[src/rtl/fp_pkg.sv]
// Shared fixed-point helpers for the fp_* arithmetic library: Q-format limits,
// rounding/saturation mode encodings and the accumulator width legality rule.
package fp_pkg;

  localparam int unsigned RND_TRUNC   = 0;
  localparam int unsigned RND_HALF_UP = 1;
  localparam int unsigned SAT_WRAP    = 0;
  localparam int unsigned SAT_CLAMP   = 1;

  // Largest value representable in a W-bit signed word.
  function automatic logic signed [63:0] sat_max(input int unsigned w);
    return (64'sd1 <<< (w - 1)) - 64'sd1;
  endfunction

  // Smallest value representable in a W-bit signed word.
  function automatic logic signed [63:0] sat_min(input int unsigned w);
    return -(64'sd1 <<< (w - 1));
  endfunction

  // Accumulator must hold n_terms full-width products without wrapping.
  function automatic bit acc_width_ok(input int unsigned w_acc,
                                      input int unsigned w_in,
                                      input int unsigned n_terms);
    return w_acc >= 2 * w_in + $clog2(n_terms);
  endfunction

endpackage

[src/rtl/fp_round_sat.sv]
// Combinational shift/round/range-check from a wide signed accumulator down to
// a W_OUT-bit output word; flags always describe the pre-clamp value.
module fp_round_sat
  import fp_pkg::*;
#(
  parameter int unsigned W_ACC = 40,
  parameter int unsigned W_OUT = 16,
  parameter int unsigned SHIFT = 14,
  parameter int unsigned ROUND = RND_HALF_UP,
  parameter int unsigned SAT   = SAT_CLAMP
) (
  input  logic signed [W_ACC-1:0] acc,
  output logic        [W_OUT-1:0] result_c,
  output logic                    overflow_c,
  output logic                    underflow_c
);

  // One guard bit so the rounding increment can never wrap the accumulator.
  localparam int unsigned W_X = W_ACC + 1;

  localparam logic signed [W_X-1:0] RND_ADD =
    (ROUND == RND_HALF_UP && SHIFT > 0) ?
      W_X'(64'sd1 <<< (SHIFT > 0 ? SHIFT - 1 : 0)) : W_X'(64'sd0);
  localparam logic signed [W_X-1:0] MAX_X = W_X'(sat_max(W_OUT));
  localparam logic signed [W_X-1:0] MIN_X = W_X'(sat_min(W_OUT));
  localparam logic [W_OUT-1:0]      MAX_O = W_OUT'(sat_max(W_OUT));
  localparam logic [W_OUT-1:0]      MIN_O = W_OUT'(sat_min(W_OUT));

  logic signed [W_X-1:0] rnd_x;
  logic signed [W_X-1:0] shf_x;

  always_comb begin
    rnd_x       = W_X'(acc) + RND_ADD;
    shf_x       = rnd_x >>> SHIFT;
    overflow_c  = shf_x > MAX_X;
    underflow_c = shf_x < MIN_X;
    result_c    = shf_x[W_OUT-1:0];
    if (SAT == SAT_CLAMP) begin
      if (overflow_c) begin
        result_c = MAX_O;
      end else if (underflow_c) begin
        result_c = MIN_O;
      end
    end
  end

endmodule

[src/rtl/fp_mac.sv]
// Pipelined signed fixed-point dot-product MAC with valid/ready flow control:
// multiply, accumulate N_TERMS products, round/saturate, register the result.
module fp_mac
  import fp_pkg::*;
#(
  parameter int unsigned W_in    = 16,
  parameter int unsigned W_in_F  = 14,
  parameter int unsigned W_out   = 16,
  parameter int unsigned W_out_F = 14,
  parameter int unsigned N_TERMS = 4,
  parameter int unsigned W_acc   = 40,
  parameter int unsigned ROUND   = 1,
  parameter int unsigned SAT     = 1
) (
  input  logic                    clk,
  input  logic                    reset,
  input  logic                    flush,
  input  logic                    in_valid,
  output logic                    in_ready,
  input  logic signed [W_in-1:0]  a,
  input  logic signed [W_in-1:0]  b,
  output logic                    out_valid,
  input  logic                    out_ready,
  output logic signed [W_out-1:0] result,
  output logic                    overflow,
  output logic                    underflow
);

  localparam int unsigned W_P   = 2 * W_in;
  localparam int unsigned SHIFT = 2 * W_in_F - W_out_F;
  localparam int unsigned W_CNT = (N_TERMS > 1) ? $clog2(N_TERMS) : 1;
  localparam logic [W_CNT-1:0] LAST = W_CNT'(N_TERMS - 1);

  if (!acc_width_ok(W_acc, W_in, N_TERMS)) begin : g_bad_acc
    $error("fp_mac: W_acc too narrow for W_in and N_TERMS");
  end
  if (W_out_F > 2 * W_in_F) begin : g_bad_frac
    $error("fp_mac: W_out_F must not exceed 2*W_in_F");
  end
  if (N_TERMS < 1) begin : g_bad_terms
    $error("fp_mac: N_TERMS must be at least 1");
  end

  logic                    en_c;
  logic signed [W_P-1:0]   p_q, p_d;
  logic                    v1_q, v1_d;
  logic signed [W_acc-1:0] acc_q, acc_d;
  logic [W_CNT-1:0]        cnt_q, cnt_d;
  logic                    done_q, done_d;
  logic [W_out-1:0]        rs_res_q, rs_res_d;
  logic                    rs_ovf_q, rs_ovf_d;
  logic                    rs_udf_q, rs_udf_d;
  logic                    rs_v_q, rs_v_d;
  logic [W_out-1:0]        result_q, result_d;
  logic                    ovf_q, ovf_d;
  logic                    udf_q, udf_d;
  logic                    out_valid_q, out_valid_d;

  logic [W_out-1:0]        rsat_result_c;
  logic                    rsat_ovf_c;
  logic                    rsat_udf_c;

  fp_round_sat #(
    .W_ACC (W_acc),
    .W_OUT (W_out),
    .SHIFT (SHIFT),
    .ROUND (ROUND),
    .SAT   (SAT)
  ) u_round_sat (
    .acc         (acc_q),
    .result_c    (rsat_result_c),
    .overflow_c  (rsat_ovf_c),
    .underflow_c (rsat_udf_c)
  );

  always_comb begin
    en_c        = !(out_valid_q && !out_ready);
    in_ready    = en_c && !reset;
    p_d         = p_q;
    v1_d        = v1_q;
    acc_d       = acc_q;
    cnt_d       = cnt_q;
    done_d      = done_q;
    rs_res_d    = rs_res_q;
    rs_ovf_d    = rs_ovf_q;
    rs_udf_d    = rs_udf_q;
    rs_v_d      = rs_v_q;
    result_d    = result_q;
    ovf_d       = ovf_q;
    udf_d       = udf_q;
    out_valid_d = out_valid_q;

    // Whole pipeline advances together; a held result freezes every stage.
    if (en_c) begin
      p_d    = W_P'(a) * W_P'(b);
      v1_d   = in_valid;
      done_d = 1'b0;
      if (v1_q) begin
        acc_d  = ((cnt_q == '0) ? W_acc'(0) : acc_q) + W_acc'(p_q);
        cnt_d  = (cnt_q == LAST) ? '0 : cnt_q + W_CNT'(1);
        done_d = (cnt_q == LAST);
      end
      rs_v_d = done_q;
      if (done_q) begin
        rs_res_d = rsat_result_c;
        rs_ovf_d = rsat_ovf_c;
        rs_udf_d = rsat_udf_c;
      end
      out_valid_d = rs_v_q;
      if (rs_v_q) begin
        result_d = rs_res_q;
        ovf_d    = rs_ovf_q;
        udf_d    = rs_udf_q;
      end
    end

    // Abandon the partial sum, including any term accepted this cycle.
    if (flush) begin
      v1_d   = 1'b0;
      acc_d  = '0;
      cnt_d  = '0;
      done_d = 1'b0;
    end
  end

  always_ff @(posedge clk) begin
    if (reset) begin
      p_q         <= '0;
      v1_q        <= 1'b0;
      acc_q       <= '0;
      cnt_q       <= '0;
      done_q      <= 1'b0;
      rs_res_q    <= '0;
      rs_ovf_q    <= 1'b0;
      rs_udf_q    <= 1'b0;
      rs_v_q      <= 1'b0;
      result_q    <= '0;
      ovf_q       <= 1'b0;
      udf_q       <= 1'b0;
      out_valid_q <= 1'b0;
    end else begin
      p_q         <= p_d;
      v1_q        <= v1_d;
      acc_q       <= acc_d;
      cnt_q       <= cnt_d;
      done_q      <= done_d;
      rs_res_q    <= rs_res_d;
      rs_ovf_q    <= rs_ovf_d;
      rs_udf_q    <= rs_udf_d;
      rs_v_q      <= rs_v_d;
      result_q    <= result_d;
      ovf_q       <= ovf_d;
      udf_q       <= udf_d;
      out_valid_q <= out_valid_d;
    end
  end

  assign out_valid = out_valid_q;
  assign result    = result_q;
  assign overflow  = ovf_q;
  assign underflow = udf_q;

endmodule

[config.mk]
export PLATFORM = sky130hd
export DESIGN_NAME = fp_mac
export DESIGN_NICKNAME = d
export VERILOG_FILES = /design/src/rtl/fp_pkg.sv /design/src/rtl/fp_round_sat.sv /design/src/rtl/fp_mac.sv
export SDC_FILE = /design/constraint.sdc
export NUM_CORES = 1
export LEC_CHECK = 0
export BUFFER_PORTS_ARGS = -buffer_cell sky130_fd_sc_hd__buf_2
export CAP_MARGIN = 20
export CORE_AREA = 5 5 199 201
export CTS_CLUSTER_DIAMETER = 150
export DETAILED_ROUTE_END_ITERATION = 16
export DIE_AREA = 0 0 204 206
export PLACE_DENSITY = 0.62
export SLEW_MARGIN = 20
export SYNTH_ARGS = -nofsm -noshare
export SYNTH_HDL_FRONTEND = slang
export SYNTH_SLANG_ARGS = --single-unit
[constraint.sdc]
create_clock -name clk -period 9.15 [get_ports clk]
set_input_delay 0.4575 -clock clk [delete_from_list [all_inputs] [get_ports clk]]
set_output_delay 0.4575 -clock clk [all_outputs]
set_load 0.005 [all_outputs]
; Word-level counts from Yosys, hierarchy flattened
; Index checks and enable logic that the tools add are counted.
[totals]
regBits = 114
in_bits = 37
output_inout_bits = 20
word_cells = 36
[classes]
addsub = 3
n_mul = 1
n_lt_le_gt_ge = 2
n_eq_ne = 1
muxes = 5
bitwise = 1
reduce_logical = 10
[ops]
columns = op, count
row1 = "40-bit by 15-bit adder with 41-bit output, second input constant", 1
row2 = 40-bit by 32-bit adder with 40-bit output, 1
row3 = 40-bit 2-to-1 mux, 1
row4 = 16-bit by 16-bit multiplier with 32-bit output, 1
row5 = 16-bit 2-to-1 mux, 2
row6 = "27-bit by 16-bit > comparator with 1-bit output, second input constant", 1
row7 = "27-bit by 16-bit less-than comparator with 1-bit output, second input constant", 1
row8 = 2-bit AND reduction, 3
row9 = 1-bit logical NOT, 3
row10 = "2-bit by 1-bit adder with 2-bit output, second input constant", 1
row11 = "2-bit == test, second input constant", 1
row12 = 1-bit logical AND, 2
row13 = 2-bit logical NOT, 1
row14 = 2-bit 2-to-1 mux, 1
row15 = 2-bit OR reduction, 1
row16 = 1-bit 2-to-1 mux, 1
row17 = 1-bit inverter, 1

; Depth between registers and ports, before layout
[logic_depth]
word_depth = 4
ltp_mapped = 26
mapped_depth_nobuf = 25

; By module
; Synthesis repeated with hierarchy kept, for this count alone.
[hier_totals]
cells_unflattened = 2040
area_unflattened_um2 = 17013.8
[modules_own_cells]
columns = mod, instances, cells_each, area_per_inst_um2, seq_area_each_um2
row1 = fp_mac, 1, 1920, 16170.5, 2282.2
row2 = fp_round_sat, 1, 120, 843.3, 0.0

; Worst setup path after synthesis
; OpenSTA, ideal clock, no wires.
[synth_path]
kind = input port to flip-flop
from = in a[15]
to = reg p_q[31]
setup_time_ns = 0.130
t_arrival_ns = 6.117
required_time_ns = 9.020
path_slack_ns = 2.903
path_stages = 19
n_path_buf = 1
path_cell_list = clkbuf_1 -> nand2_1 -> fa_1 -> inv_1 -> fa_1 -> fa_1 -> fa_1 -> fa_1 -> inv_1 -> fa_1 -> inv_1 -> ha_1 -> nand3_1 -> or3_1 -> o221a_2 -> o21ai_0 -> o41ai_1 -> o21ai_0 -> o211ai_1
[synth_between]
elab_chain_len = 1
[synth_lines]
columns = item, line_no
row1 = start: declaration, fp_mac.sv:20  ; input logic signed [W_in-1:0] a,
row2 = 16-bit by 16-bit multiplier with 32-bit output, fp_mac.sv:95  ; p_d = W_P'(a) * W_P'(b);
row3 = end signal: assignment, fp_mac.sv:142  ; p_q <= p_d;
row4 = end: declaration, fp_mac.sv:45  ; logic signed [W_P-1:0] p_q, p_d;
; Every way passes these cells.
; A chain may end at the register's enable or synchronous reset.

; Worst setup path in the final report
[layout_path]
from = in b[15]
to = reg p_q[30]
[layout_between]
elab_chain_len = 1
[layout_lines]
columns = item, line_no
row1 = start: declaration, fp_mac.sv:21  ; input logic signed [W_in-1:0] b,
row2 = 16-bit by 16-bit multiplier with 32-bit output, fp_mac.sv:95
; Every way passes these cells.

==> flow_summary.yaml <==
run_status:
  outcome: "complete, no violations"
logic_synthesis:
  yosysSeqAreaShare: 0.1363
  yosysTopAreaCellShare: 0.3143
  syn_inst: 2013
  netlist.top_cell.by_area: "fa_1"
  yosys-top-cells-area: "fa_1 31%, dfxtp_1 14%, ha_1 9.3%"
  ys_seq_elements: 114
  yosys_warnings: 0
  yosys.cell_types.count: 67
  synth_edf_count: 0
  syn_avg_cell_area_um2: 8.321
  syn_area_um2: 16750
  synth_nets: 2437
  synth_flop_cell: "dfxtp_1"
  async_flop_share: 0
critical_path:
  path_common_cell: "fa_1"
  cp.required_ns: 9.46
  crit_type: "primary input to flop"
  crit_path_end_kind: "flop"
  crit_chain: "buf_2, clkinv_1, nor2_1, fa_1, fa_1, fa_1, fa_1, fa_1, inv_1, fa_1, inv_1, ha_1, a21o_1, a21o_1, a21oi_1, o21ai_0, or3_1, o21ai_0, o21ai_0, a31oi_1, or4_1, nand3_1"
  startpoint_type: "primary input"
  cp_max_fo: 10
  cpPeakStageDelay_ns: 0.56
  critical_path_arrival_ns: 6.69
  critical_path.slowest_cell: "fa_1"
  critPathTopFamily: "adder cells"
  crit_buf_inv: 4
timing:
  fin_skew_ns: 0.01069
  layout_min_cycle_time_ns: 6.382
  relSlewSlack: 0.4509
  worst_pin_slew_ns: 0.8207
  hold_viol_final: 0
  slew_viol_final: 0
  finalSetupTns_ns: 0
  rsz0062_at_grt: "false"
  hold_slack_ns: 0.3153
  setup_viol: 0
  max_freq_ghz: 0.1567
  finalCritPeriodShare: 0.6975
floorplanning:
  die_h_um: 206
  row_count: 71
  coreArea_um2: 37400
  initial_core_util: 0.4479
  die_w_um: 204
  io_pins: 57
  die-area_um2: 42020
clock_network:
  tritoncts: "done"
  clkSinkCount: 114
  postCtsSetupBuffers: 0
  cts-root-buf: "clkbuf_16"
  insertion_delay_ns: 0.41
  htreeDepth: 4
  clk_pin_slew_ns: 0.06
  cts_hold_buf: 0
  clockBufferDepth: 2
  cts_buffers: 17
  cts_resized: 0
final_layout:
  final_cell_mix: "341 x inv_1, 303 x nand2_1, 263 x fa_1, 128 x a21oi_1, 124 x ha_1"
  nets: 2441
  diodes: 0
  stdcell_area_um2: 18010
  area_growth_syn_to_layout_pct: 7.507
  drive_above_1_share: 0.05764
  fin_cells: 2541
  mostFrequentLayoutCell: "inv_1"
global_route:
  antenna_found_initial: 0
  grt_usage: 0.1890
  grt_start_max_net_pins: 67
  grt_pass1_vias: 13502
  overflow: 0
  grt_pass1_wl_um: 66410
place:
  place_inst: 2509
  finalWeightedCongestion: 0.8950
  dp_hpwl_um: 30650
  io_buffers: 56
  placed_cell_area_um2: 17420
routing:
  num_vias: 12856
  dr.first_iter.drc_count: 597
  routed_via_density: 5.059
  drc_errors: 0
  drtPass1Iterations: 5
  ant_nets: 0
  wl_per_cell_um: 15.05
  routed_wl_um: 38240
flow_run:
  maxCapViolCount: 0
worst_hold_path:
  hold_path_class: "primary input to flop"
==> registers in the layout, summed over array words and instances (netlist names) <==
register / cells
acc_q: 40
cnt_q: 2
done_q: 1
out_valid: 1
overflow: 1
p_q: 32
result: 16
rs_ovf_q: 1
rs_res_q: 16
rs_udf_q: 1
rs_v_q: 1
underflow: 1
v1_q: 1
==> synth_stat cells (5+ instances only) <==
master	instances
inv_1	341
nand2_1	303
fa_1	263
a21oi_1	128
ha_1	124
and2_1	120
dfxtp_1	114
nor2_1	90
clkbuf_1	68
xnor2_1	50
nor2b_1	49
o21ai_0	40
a21o_1	38
nand3_1	30
xor2_1	24
nor3_1	22
a211oi_1	19
nand2b_1	17
o21a_1	16
o22ai_1	14
and3_1	11
nand3b_1	9
a31oi_1	8
nand4_1	8
or2_2	8
buf_1	7
o211ai_1	7
o21bai_1	7
a211o_1	5
o31ai_1	5
or4_1	5
==> tightest hold or removal path, cell delays in order <==
cell     delay, ns
buf_2         0.10
nand2_1       0.06
a21oi_1       0.06
==> logic make-up after synthesis <==
kind of cell | count (synthesis) | share of synthesized area
and+or+nand+nor | 697 | 0.2027
buffers and inverters | 420 | 0.09472
xor gates and xnor gates | 74 | 0.03869
muxes | 4 | 0.002390
DFF | 114 | 0.1363
AOI/OAI and AO/OA | 317 | 0.1183
adders and majority gates | 387 | 0.4070
==> per-stage QoR <==
step | setup WS, ns | utilization
finish | 2.768 | 0.4815
global route | 2.386 | 0.4815
CTS | 2.738 | 0.4815
detailed placement | 2.298 | 0.4658
global placement | 2.468 | 0.4658
floorplan | 2.903 | -
==> routing by layer <==
layer	vias up	GRT usage	share of wire
li1	6368	-	-
met3	27	0.02699	0.045
met4	0	0.03661	0.012
met1	6209	0.2655	0.48
met5	-	0	0
met2	252	0.3156	0.46
==> path summary, 6_finish.rpt <==
check | start | to | slack, ns | depth (start not counted)
max | b[15] | p_q[30] | 2.77 | 22
min | in_valid | v1_q | 0.32 | 3
max reg2reg | cnt_q[0] | acc_q[39] | 4.68 | 16
min reg2reg | acc_q[11] | acc_q[11] | 0.45 | 2
==> area by class of cell <==
cell class,instances,area [um^2]
Fill cell,3665,19390
Timing Repair Buffer,63,332.8
Sequential cell,114,2282
Multi-Input combinational cell,1479,12880
Clock inverter,15,160.2
Tap cell,511,639.4
Inverter,342,1284
Clock buffer,17,425.4
Power is not shown: default switching activity piles up to over one toggle a cycle in this logic, so the estimate is an artifact.
